## config.mk

```make
export PLATFORM = sky130hd
export DESIGN_NAME = ps2_scancode_rx_flat
export DESIGN_NICKNAME = d
export VERILOG_FILES = /design/src/rtl/ps2_scancode_rx_if.sv /design/src/rtl/ps2_scancode_rx.sv /design/src/flat_wrapper.sv
export SDC_FILE = /design/constraint.sdc
export NUM_CORES = 1
export LEC_CHECK = 0
export CAP_MARGIN = 15
export CELL_PAD_IN_SITES_DETAIL_PLACEMENT = 1
export CELL_PAD_IN_SITES_GLOBAL_PLACEMENT = 1
export CORE_MARGIN = 2
export CORE_UTILIZATION = 40
export DETAILED_ROUTE_END_ITERATION = 7
export HOLD_SLACK_MARGIN = 0.08
export PLACE_DENSITY = 0.79
export SLEW_MARGIN = 20
export SYNTH_ARGS = -nofsm -noshare
export SYNTH_HDL_FRONTEND = slang
export SYNTH_SLANG_ARGS = --single-unit
```

## constraint.sdc

```tcl
create_clock -name clock -period 2.3 [get_ports clock]
set_clock_uncertainty 0.1 [all_clocks]
set_input_delay 0.46 -clock clock [delete_from_list [all_inputs] [get_ports clock]]
set_output_delay 0.46 -clock clock [all_outputs]
set_load 0.02 [all_outputs]
```

## src/rtl/ps2_scancode_rx_if.sv

```systemverilog
// Key-event bus of the PS/2 receiver: raw PS/2 pins in, decoded scan-code events out.
// master = receiver side, slave = keyboard pins plus event consumer.
interface ps2_scancode_rx_if;
  logic       ps2Ck;
  logic       ps2D;
  logic       strobe;
  logic       pressed;
  logic [7:0] code;
  logic       extended;
  logic       frameErr;

  modport master (
    input  ps2Ck, ps2D,
    output strobe, pressed, code, extended, frameErr
  );

  modport slave (
    output ps2Ck, ps2D,
    input  strobe, pressed, code, extended, frameErr
  );
endinterface

```

## src/rtl/ps2_scancode_rx.sv

```systemverilog
// PS/2 keyboard receiver with scan-code-set-2 prefix folding (E0/F0/E1) into key events.
// Optional odd-parity enforcement is enabled by defining PS2_PARITY_CHECK_EN.
//
// state  | meaning
// IDLE   | waiting for a start bit (data low on a clock fall)
// DATA   | shifting in the 8 data bits, LSB first
// PARITY | capturing the parity bit
// STOP   | checking the stop bit, handing the byte to the decoder
module ps2_scancode_rx #(
  parameter int CLK_HZ     = 56_000_000,
  parameter int FILTER_LEN = 8,
  parameter int TIMEOUT_US = 250
) (
  input  logic               clock,
  input  logic               reset,
  ps2_scancode_rx_if.master  kb
);
  localparam int TICK_DIV = CLK_HZ / 1_000_000;
  localparam int FW = $clog2(FILTER_LEN + 1);
  localparam int PW = $clog2(TICK_DIV + 1);
  localparam int TW = $clog2(TIMEOUT_US + 1);

  typedef enum logic [1:0] {IDLE, DATA, PARITY, STOP} state_t;

  state_t        state, state_nx;
  logic [2:0]    bit_cnt, bit_cnt_nx;
  logic [7:0]    sr, sr_nx;
  logic          byte_ok, err, par_ok;
  logic          ck_s1, ck_s2, d_s1, d_s2, ck_f, ck_f_d, fall, timeout;
  logic [FW-1:0] flt_cnt;
  logic [PW-1:0] pre_cnt;
  logic [TW-1:0] to_cnt;
  logic          ext_f, rel_f;
  logic [2:0]    e1_skip;

  // Lines idle high, so the synchronisers and filter come out of reset at 1.
  always_ff @(posedge clock or negedge reset) begin
    if (!reset) begin
      ck_s1   <= 1'b1;
      ck_s2   <= 1'b1;
      d_s1    <= 1'b1;
      d_s2    <= 1'b1;
      ck_f    <= 1'b1;
      ck_f_d  <= 1'b1;
      flt_cnt <= '0;
    end else begin
      ck_s1  <= kb.ps2Ck;
      ck_s2  <= ck_s1;
      d_s1   <= kb.ps2D;
      d_s2   <= d_s1;
      ck_f_d <= ck_f;
      if (ck_s2 == ck_f) begin
        flt_cnt <= '0;
      end else if (flt_cnt == FW'(FILTER_LEN - 1)) begin
        ck_f    <= ck_s2;
        flt_cnt <= '0;
      end else begin
        flt_cnt <= flt_cnt + FW'(1);
      end
    end
  end

  assign fall = ck_f_d & ~ck_f;

  always_ff @(posedge clock or negedge reset) begin
    if (!reset) begin
      pre_cnt <= PW'(TICK_DIV - 1);
      to_cnt  <= TW'(TIMEOUT_US);
    end else if (fall) begin
      pre_cnt <= PW'(TICK_DIV - 1);
      to_cnt  <= TW'(TIMEOUT_US);
    end else if (pre_cnt == '0) begin
      pre_cnt <= PW'(TICK_DIV - 1);
      if (to_cnt != '0) to_cnt <= to_cnt - TW'(1);
    end else begin
      pre_cnt <= pre_cnt - PW'(1);
    end
  end

  assign timeout = (to_cnt == '0) && (state != IDLE) && !fall;

`ifdef PS2_PARITY_CHECK_EN
  logic par_bit;
  always_ff @(posedge clock or negedge reset) begin
    if (!reset)                      par_bit <= 1'b0;
    else if (fall && state == PARITY) par_bit <= d_s2;
  end
  assign par_ok = ^{sr, par_bit};
`else
  assign par_ok = 1'b1;
`endif

  always_ff @(posedge clock or negedge reset) begin
    if (!reset) begin
      state   <= IDLE;
      bit_cnt <= '0;
      sr      <= '0;
    end else begin
      state   <= state_nx;
      bit_cnt <= bit_cnt_nx;
      sr      <= sr_nx;
    end
  end

  always_comb begin
    state_nx   = state;
    bit_cnt_nx = bit_cnt;
    sr_nx      = sr;
    byte_ok    = 1'b0;
    err        = 1'b0;
    if (fall) begin
      case (state)
        IDLE: begin
          if (!d_s2) begin
            state_nx   = DATA;
            bit_cnt_nx = '0;
          end else begin
            err = 1'b1;
          end
        end
        DATA: begin
          sr_nx      = {d_s2, sr[7:1]};
          bit_cnt_nx = bit_cnt + 3'd1;
          if (bit_cnt == 3'd7) state_nx = PARITY;
        end
        PARITY: state_nx = STOP;
        STOP: begin
          state_nx = IDLE;
          if (d_s2 && par_ok) byte_ok = 1'b1;
          else                err     = 1'b1;
        end
        default: state_nx = IDLE;
      endcase
    end else if (timeout) begin
      state_nx = IDLE;
      err      = 1'b1;
    end
  end

  // Pause (E1) is followed by 7 bytes that carry no extra information.
  always_ff @(posedge clock or negedge reset) begin
    if (!reset) begin
      kb.strobe   <= 1'b0;
      kb.pressed  <= 1'b0;
      kb.code     <= 8'h00;
      kb.extended <= 1'b0;
      kb.frameErr <= 1'b0;
      ext_f       <= 1'b0;
      rel_f       <= 1'b0;
      e1_skip     <= '0;
    end else begin
      kb.strobe   <= 1'b0;
      kb.frameErr <= err;
      if (byte_ok) begin
        if (e1_skip != '0) begin
          e1_skip <= e1_skip - 3'd1;
        end else begin
          case (sr)
            8'hE1: begin
              e1_skip     <= 3'd7;
              kb.strobe   <= 1'b1;
              kb.code     <= 8'hE1;
              kb.pressed  <= 1'b1;
              kb.extended <= 1'b0;
            end
            8'hE0: ext_f <= 1'b1;
            8'hF0: rel_f <= 1'b1;
            8'hFA, 8'hAA, 8'hEE, 8'hFE, 8'hFC, 8'h00, 8'hFF: begin
              ext_f <= 1'b0;
              rel_f <= 1'b0;
            end
            default: begin
              kb.strobe   <= 1'b1;
              kb.code     <= sr;
              kb.pressed  <= ~rel_f;
              kb.extended <= ext_f;
              ext_f       <= 1'b0;
              rel_f       <= 1'b0;
            end
          endcase
        end
      end
    end
  end
endmodule

```

## src/flat_wrapper.sv

```systemverilog
// flat-port wrapper written by rule: the top's interface ports become plain ports
module ps2_scancode_rx_flat 
#(
  parameter int CLK_HZ     = 56_000_000,
  parameter int FILTER_LEN = 8,
  parameter int TIMEOUT_US = 250
)
  (clock, reset, kb_ps2Ck, kb_ps2D, kb_strobe, kb_pressed, kb_code, kb_extended, kb_frameErr);
  ps2_scancode_rx_if kb_i ();
  input  logic clock;
  input  logic reset;
  input wire logic [$bits(kb_i.ps2Ck)-1:0] kb_ps2Ck;
  input wire logic [$bits(kb_i.ps2D)-1:0] kb_ps2D;
  output wire logic [$bits(kb_i.strobe)-1:0] kb_strobe;
  output wire logic [$bits(kb_i.pressed)-1:0] kb_pressed;
  output wire logic [$bits(kb_i.code)-1:0] kb_code;
  output wire logic [$bits(kb_i.extended)-1:0] kb_extended;
  output wire logic [$bits(kb_i.frameErr)-1:0] kb_frameErr;
  assign kb_i.ps2Ck = kb_ps2Ck;
  assign kb_i.ps2D = kb_ps2D;
  assign kb_strobe = kb_i.strobe;
  assign kb_pressed = kb_i.pressed;
  assign kb_code = kb_i.code;
  assign kb_extended = kb_i.extended;
  assign kb_frameErr = kb_i.frameErr;
  ps2_scancode_rx #(.CLK_HZ(CLK_HZ), .FILTER_LEN(FILTER_LEN), .TIMEOUT_US(TIMEOUT_US)) u_core (.clock(clock), .reset(reset), .kb(kb_i));
endmodule
```

==> results by group, run 1 <==
Status
  • Status: finished clean

Synth
  • Commonest cells post-synth: dfrtp_1, dfstp_2, o21ai_0
  • Synthesized-area fraction occupied by adder cells: a little over 7%
  • Post-synth top area share: a little over a third
  • Fraction of synthesized cell area in xor and xnor cells: ~1.7%
  • Mapped Cells: roughly 230
  • Basic-gate share of the synthesized area counting and, or, nand and nor cells: between 10 and 15%
  • Multiplexer share of the synthesized area: about a tenth
  • Count leader, synth: dfrtp_1
  • FF+latch count, synth: 54
  • Mapped Nets: 243
  • Count of cell types in the netlist: 42
  • Share of the synthesized area in compound gates (AO/OA/AOI/OAI): approximately a tenth
  • Synth top area cells: dfrtp_1, dfstp_2, ha_1
  • Warnings, synthesis: 0
  • Number of flops mapped to enable cells by yosys: 0
  • Prevailing post-synth register cell: dfrtp_1
  • Cell type with the highest aggregate area in the netlist: dfrtp_1
  • Post-synthesis area per instance: ~12 um2
  • Post-synth ARST share: between 90% and 100%
  • Dominant combinational cell family by area after synthesis: simple AND/OR/NAND/NOR gates
  • Cell area after synthesis: approximately 2600 um2
  • Seq/Total Area, Yosys: between 50% and 60%

Cells and area
  • Proportion of layout cells with a drive suffix above 1: 22.9%
  • Core utilization of the finished layout: 47.1%
  • Area occupied by registers: about 1400 um2
  • Layout fillers: about 700
  • Layout Nets: 270
  • Area delta synth->final: 14.9%
  • Number of inserted diodes: 0
  • Finished Cell Area: 2980 um2
  • Area used by multi-input combinational logic: about 1100 um2

Die
  • Initial Utilization: about two fifths
  • Die Footprint: 7130 um2
  • Die Span X: approximately 84 um
  • Floorplan die height: approximately 84 um
  • I/O pin cnt: 16
  • CORE AREA: approximately 6300 um2
  • Number of rows in the core area: 29

Routing
  • Final routed wirelength across all metal layers: between 5000 and 6000 um
  • DRC violations left: 0
  • Per-cell routed wire length: about 16 um
  • Average via count per standard cell: between 5 and 6
  • Count of antenna-violating nets left after detailed routing: 0
  • DR vias: around 1,800
  • Detailed router's first-iteration violation count: just under 90
  • First-pass DRT Iterations: 4

STA
  • Pins over their slew limit: 0
  • Final count of hold timing violations: 0
  • Setup repair after global routing missed its margin: no
  • Highest clock rate: around 480 MHz
  • Transition at the pin with the smallest max-transition slack: ~0.59 ns
  • Relative slew margins: 61.0%
  • Final critical path time including I/O delays and setup: 2.10 ns
  • Period utilization: between 90% and 100%
  • Worst Hold Margin: between 0.2 and 0.3 ns
  • Setup violators final: 0
  • TNS Setup: 0 ns

Pwr
  • Static leakage: between 1 and 1.5 nW
  • Power per cell area: roughly 860 nW/um2
  • Fraction of power consumed by the clock network: a little over 20%
  • Cell internal power dissipation: approximately 1.7 mW
  • Sequential Power Share: 53.2%
  • Power dissipated by switching net loads: about 0.86 mW
  • Net Sw Frac: 33.5%
  • Fraction of power consumed by combinational cells: about a quarter
  • VDD IR-drop max: between 0.4 and 0.5 mV

Worst setup path
  • CP required: between 2 and 2.5 ns
  • Crit Path Category: flop to flop
  • Kind of start point of the critical path: flop
  • Arrival time of data at the critical path endpoint: around 2.2 ns
  • Largest fanout on the critical path: 5
  • Kind of end point of the critical path: flop

Clock network
  • Clock slew at the register clock pins of the worst setup and hold paths: 0.09 ns
  • Number of buffers inserted during clock tree synthesis: 5
  • Maximum level of the CTS H-tree: 2
  • Clock tree root buffer cell: clkbuf_8
  • Clock insertion delay at the later pin of the skew report: 0.31 ns
  • Maximum count of clock buffers along a single path: 2
  • Clock tree from TritonCTS: built
  • Clock sink total: between 50 and 60

Global routing
  • GRT Total Usage: 15.8%
  • Initial antenna violation count: 0
  • Wire length of the first global-routing pass: ~9000 um
  • Pin count of the biggest net entering global routing: 31
  • Remaining Overflow, GRT: 0
  • Number of global-route vias before repair: roughly 1,900

Placement
  • Count of input and output buffers: 15
  • DPL Wire Length: 3700 um
  • Post-Place Cell Area: 2860 um2
  • Last weighted congestion value of the routability-driven placer: between 0.7 and 0.8

Hold path
  • Path class of the lowest-slack min-delay path: flop to flop

Job
  • Number of max-capacitance violations reported: 0
-- per-layer routing --
metal | share of wire [%] | global-route usage [%] | vias up
li1 | - | - | 857
met1 | 47 | 21.2 | 903
met2 | 50 | 25.8 | 15
met3 | 2.4 | 3.54 | 4
met4 | 0.85 | 4.62 | 0
met5 | 0 | 0 | -
-- critical path, stage by stage (launching register included) --
cell and delay (ns):
dfrtp_1 0.38, inv_1 0.09, ha_1 0.20, nor2b_2 0.20
nand4_1 0.20, a211oi_2 0.28, buf_4 0.19, mux2_2 0.34
-- layout by cell type (no fill, tap or decap), types with 2 or more instances in the layout --
master / instances
dfrtp_1: 37
and4_1: 3
nand3_1: 8
or4_1: 5
ha_1: 14
nor2b_1: 3
and3_1: 4
clkdlybuf4s50_1: 14
a211oi_1: 2
a31oi_1: 4
mux2i_1: 4
a22o_1: 3
o21ai_0: 17
or3_1: 2
nand2_1: 13
a21oi_1: 6
inv_1: 12
buf_4: 8
nor3_1: 6
mux2_2: 10
nor2_1: 14
or2_2: 2
nand4_1: 4
xnor2_1: 4
dfstp_2: 17
mux2_4: 8
clkbuf_8: 5
nand2b_1: 2
-- power by group through the flow --
stage                     logic [mW]  clock network [mW]  registers, mW
after floorplan                0.491                   0           1.34
after global placement         0.648                   0           1.37
after detailed placement       0.690                   0           1.39
after CTS                      0.692               0.551           1.37
after global routing           0.784               0.586           1.40
final                          0.678               0.526           1.37
-- state kept, by name, summed over array words and instances (netlist names), 2 cells and up --
name and count:
u_core.sr 8, u_core.kb.code 8, u_core.flt_cnt 4, u_core.e1_skip 3, u_core.to_cnt 8, u_core.state 2, u_core.pre_cnt 6, u_core.bit_cnt 3
-- path summary, 6_finish.rpt --
path,startpoint,end,slack [ns],depth (start not counted)
setup / recovery,u_core.e1_skip[0],u_core.kb.pressed,0.20,7
hold / removal,u_core.d_s1,u_core.d_s2,0.26,0
setup reg to reg,u_core.e1_skip[0],u_core.kb.pressed,0.20,7
hold reg to reg,u_core.d_s1,u_core.d_s2,0.26,0
max in group asynchronous,reset,u_core.pre_cnt[4],0.88,3
min in group asynchronous,reset,u_core.bit_cnt[1],0.57,2
-- timing repair --
action	4_1_cts	5_1_grt
hold buffers	1	0
buffers inserted	0	2
endpoints found under the hold margin	14	0
setup endpoints to repair	0	9
resized for setup	0	1
-- cells by family after synthesis --
logic type / count (synthesis)
flops: 54
fa+ha+maj: 15
compound gates: 43
mux: 22
buf+inv: 17
simple gates: 69
xor+xnor: 5
-- through the flow --
step / cells / setup slack [ns] / power, mW
6_report: 330 / 0.203 / 2.57
5_1_grt: 330 / 0.0434 / 2.77
4_1_cts: 328 / 0.0390 / 2.61
3_5_place_dp: 319 / 0.0730 / 2.08
3_3_place_gp: 319 / 0.214 / 2.02
2_1_floorplan: 225 / 0.254 / 1.83
-- area by class of cell --
| type | count | share of cell area [%] |
|---|---|---|
| clock buffer | 6 | 2.44 |
| clock inverter | 2 | 0.462 |
| inverter | 12 | 1.51 |
| multi-input combinational | 154 | 38.3 |
| sequential | 54 | 46.1 |
| tap | 77 | 3.24 |
| timing repair buffer | 25 | 7.90 |
Note: power is estimated with default switching activity, not from simulation.
==> run 2: changes to the inputs <==
==> constraint.sdc (replaced) <==
create_clock -name clock -period 2.6 [get_ports clock]
set_clock_uncertainty 0.1 [all_clocks]
set_input_delay 0.52 -clock clock [delete_from_list [all_inputs] [get_ports clock]]
set_output_delay 0.52 -clock clock [all_outputs]
set_load 0.02 [all_outputs]
==> run 2 against run 1 <==
Effect of this change:
- global-route usage is 0.91 points higher
- first-iteration DRC count is 8.0% lower
- highest routed layer unchanged
- core utilization is 0.26 points lower
- power is 6.4% lower
- sequential power is 11% lower
- clock power is 8.6% higher
- die area stayed put
- via count is 0.39% lower
- largest power group unchanged
- cell area is 0.55% lower
- largest cell class unchanged
==> results by group, run 2 (synthesized netlist as in run 1, its figures left out) <==
Cells and area
  • Leading cell types in the layout, fill and taps excluded: dfrtp_1, o21ai_0, dfstp_2 (unchanged)
  • Proportion of layout cells with a drive suffix above 1: 21.8% (was 22.9%)
  • Number of inserted diodes: 0 (unchanged)
  • Most common cell after layout, fill and taps aside: dfrtp_1 (unchanged)
  • Layout fillers: 715 (was 698)
  • Core utilization of the finished layout: 46.9% (was 47.1%)
  • Area delta synth->final: 14.3% (was 14.9%)
  • Registers with the most flip-flops: u_core.kb.code (8), u_core.sr (8), u_core.to_cnt (8) (unchanged)
  • Layout Nets: 265 (was 270)

STA
  • Relative slew margins: 53.9% (was 61.0%)
  • Setup violators final: 0 (unchanged)
  • TNS Setup: 0 ns (unchanged)
  • Worst Hold Margin: 0.0959 ns (was 0.264 ns)
  • Final critical path time including I/O delays and setup: 2.27 ns (was 2.10 ns)
  • Transition at the pin with the smallest max-transition slack: 0.689 ns (was 0.585 ns)
  • Setup ws final: 0.330 ns (was 0.203 ns)
  • Final count of hold timing violations: 0 (unchanged)
  • Pins over their slew limit: 0 (unchanged)
  • Period utilization: 87.3% (was 91.2%)
  • Highest clock rate: 441 MHz (was 477 MHz)
  • Setup repair after global routing missed its margin: no (unchanged)

Job
  • Number of max-capacitance violations reported: 0 (unchanged)

Global routing
  • Met3 usage in global routing: 3.44% (was 3.54%)
  • Remaining Overflow, GRT: 0 (unchanged)
  • Number of global-route vias before repair: 1,967 (was 1,872)
  • Met2 GRT Util: 28.5% (was 25.8%)
  • Layer with the highest usage: met2 (unchanged)
  • GRT Total Usage: 16.7% (was 15.8%)
  • Pin count of the biggest net entering global routing: 31 (unchanged)
  • Wire length of the first global-routing pass: 9490 um (was 9070 um)
  • Met1 usage: 21.4% (was 21.2%)
  • Initial antenna violation count: 0 (unchanged)

Worst setup path
  • Crit Reg-Reg Startpoint: u_core.e1_skip[0] (unchanged)
  • Kind of end point of the critical path: flop (unchanged)
  • Slowest stage cell on the critical path: dfrtp_1 (unchanged)
  • Arrival time of data at the critical path endpoint: 2.37 ns (was 2.19 ns)
  • Buf/Inv on CP: 2 (unchanged)
  • Crit-path max cell delay: 0.39 ns (was 0.38 ns)
  • Largest fanout on the critical path: 5 (unchanged)
  • Kind of cell adding the most delay to the critical path: simple AND/OR/NAND/NOR gates (unchanged)
  • Path depth of the worst reg2reg path: 7 (unchanged)
  • Worst path depth: 7 (unchanged)
  • R2R setup slack: 0.33 ns (was 0.20 ns)
  • CP required: 2.70 ns (was 2.39 ns)
  • List of cells traversed by the critical path: inv_1 -> ha_1 -> nor2b_1 -> nand4_1 -> a211oi_2 -> buf_4 -> mux2_2 (was inv_1 -> ha_1 -> nor2b_2 -> nand4_1 -> a211oi_2 -> buf_4 -> mux2_2)
  • Kind of start point of the critical path: flop (unchanged)
  • Capture point of the worst reg-to-reg path: u_core.kb.pressed (unchanged)
  • Crit Path Category: flop to flop (unchanged)

Pwr
  • Fraction of power consumed by the clock network: 23.7% (was 20.5%)
  • Power dissipated by switching net loads: 0.799 mW (was 0.861 mW)
  • Power after layout: 2.41 mW (was 2.57 mW)
  • Cell internal power dissipation: 1.61 mW (was 1.71 mW)
  • Fraction of power consumed by combinational cells: 25.7% (was 26.4%)
  • Static leakage: 1.31 nW (was 1.32 nW)
  • Sequential Power Share: 50.6% (was 53.2%)
  • Net Sw Frac: 33.2% (was 33.5%)
  • Power per cell area: 813 nW/um2 (was 863 nW/um2)
  • VDD IR-drop max: 0.398 mV (was 0.416 mV)

Routing
  • Count of antenna-violating nets left after detailed routing: 0 (unchanged)
  • Final routed wirelength across all metal layers: 5390 um (was 5190 um)
  • First-pass DRT Iterations: 6 (was 4)
  • Average via count per standard cell: 5.45 (was 5.39)
  • DR vias: 1,772 (was 1,779)
  • Detailed router's first-iteration violation count: 80 (was 87)
  • Per-cell routed wire length: 16.6 um (was 15.7 um)
  • DRC violations left: 0 (unchanged)

Placement
  • Count of input and output buffers: 15 (unchanged)
  • Pre-CTS setup slack: 0.398 ns (was 0.0730 ns)
  • Last weighted congestion value of the routability-driven placer: 0.783 (was 0.769)
  • DPL Wire Length: 3750 um (was 3700 um)

Die
  • CORE AREA: 6310 um2 (unchanged)
  • Initial Utilization: 41.0% (unchanged)
  • Die Footprint: 7130 um2 (unchanged)
  • Number of rows in the core area: 29 (unchanged)
  • Die Span X: 84.5 um (unchanged)
  • I/O pin cnt: 16 (unchanged)
  • Floorplan die height: 84.5 um (unchanged)

Clock network
  • Clock tree from TritonCTS: built (unchanged)
  • Maximum count of clock buffers along a single path: 2 (unchanged)
  • Post-CTS setup buffer count: 0 (unchanged)
  • Maximum level of the CTS H-tree: 2 (unchanged)
  • Number of buffers inserted during clock tree synthesis: 5 (unchanged)
  • Clock tree root buffer cell: clkbuf_8 (unchanged)
  • Clock slew at the register clock pins of the worst setup and hold paths: 0.10 ns (was 0.09 ns)
  • Number of hold buffers added after CTS: 0 (was 1)
  • CTS resizes: 0 (unchanged)
  • Clock sink total: 54 (unchanged)
  • Clock insertion delay at the later pin of the skew report: 0.30 ns (was 0.31 ns)

Hold path
  • Path class of the lowest-slack min-delay path: primary input to asynchronous set/reset pin (was flop to flop)

Status
  • Status: finished clean (unchanged)
[run 2: power groups by stage]
| stage | Sequential (mW) | Combinational, mW | Clock (mW) |
|---|---|---|---|
| 6_report | 1.22 | 0.617 | 0.571 |
| 5_1_grt | 1.25 | 0.707 | 0.630 |
| 4_1_cts | 1.22 | 0.626 | 0.597 |
| 3_5_place_dp | 1.23 | 0.606 | 0 |
| 3_3_place_gp | 1.21 | 0.561 | 0 |
| 2_1_floorplan | 1.18 | 0.434 | 0 |
[run 2: worst max-delay path by stage]
stage	from	end	slack (ns)
2_1_floorplan	u_core.ck_f_d	u_core.kb.code[0]	0.55
3_3_place_gp	u_core.e1_skip[0]	u_core.kb.pressed	0.50
3_5_place_dp	u_core.e1_skip[0]	u_core.kb.pressed	0.40
4_1_cts	u_core.e1_skip[0]	u_core.kb.pressed	0.33
5_1_grt	u_core.e1_skip[0]	u_core.kb.pressed	0.20
6_report	u_core.e1_skip[0]	u_core.kb.pressed	0.33
[run 2: metal layers]
layer / vias up / routed length (um)
li1: 847 / -
met1: 904 / 2440
met2: 19 / 2800
met3: 2 / 123
met4: 0 / 30
met5: - / 0
[run 2: area by class of cell]
cell class	instances	area, um2	area share (%)
flip-flops and latches	54	1370	46.4
multi-input cells	154	1140	38.5
repair buffers	20	195	6.59
well taps	77	96.3	3.25
clock buffers	5	68.8	2.32
inverters	12	45.0	1.52
clock inverters	3	43.8	1.48
[run 2: through the flow]
stage / std cells / cell area (um2)
floorplan: 225 / 2590
global placement: 317 / 2850
detailed placement: 317 / 2850
CTS: 325 / 2960
global route: 325 / 2960
finish: 325 / 2960
==> run 3: changes to the inputs <==
--- a/config.mk
+++ b/config.mk
@@ -10,6 +10,7 @@
 export CELL_PAD_IN_SITES_GLOBAL_PLACEMENT = 1
 export CORE_MARGIN = 2
 export CORE_UTILIZATION = 40
+export CTS_CLUSTER_DIAMETER = 40
 export DETAILED_ROUTE_END_ITERATION = 7
 export HOLD_SLACK_MARGIN = 0.08
 export PLACE_DENSITY = 0.79
==> results of run 3 <==
Same layout as run 2: the final DEF is identical, and so are final timing and power.
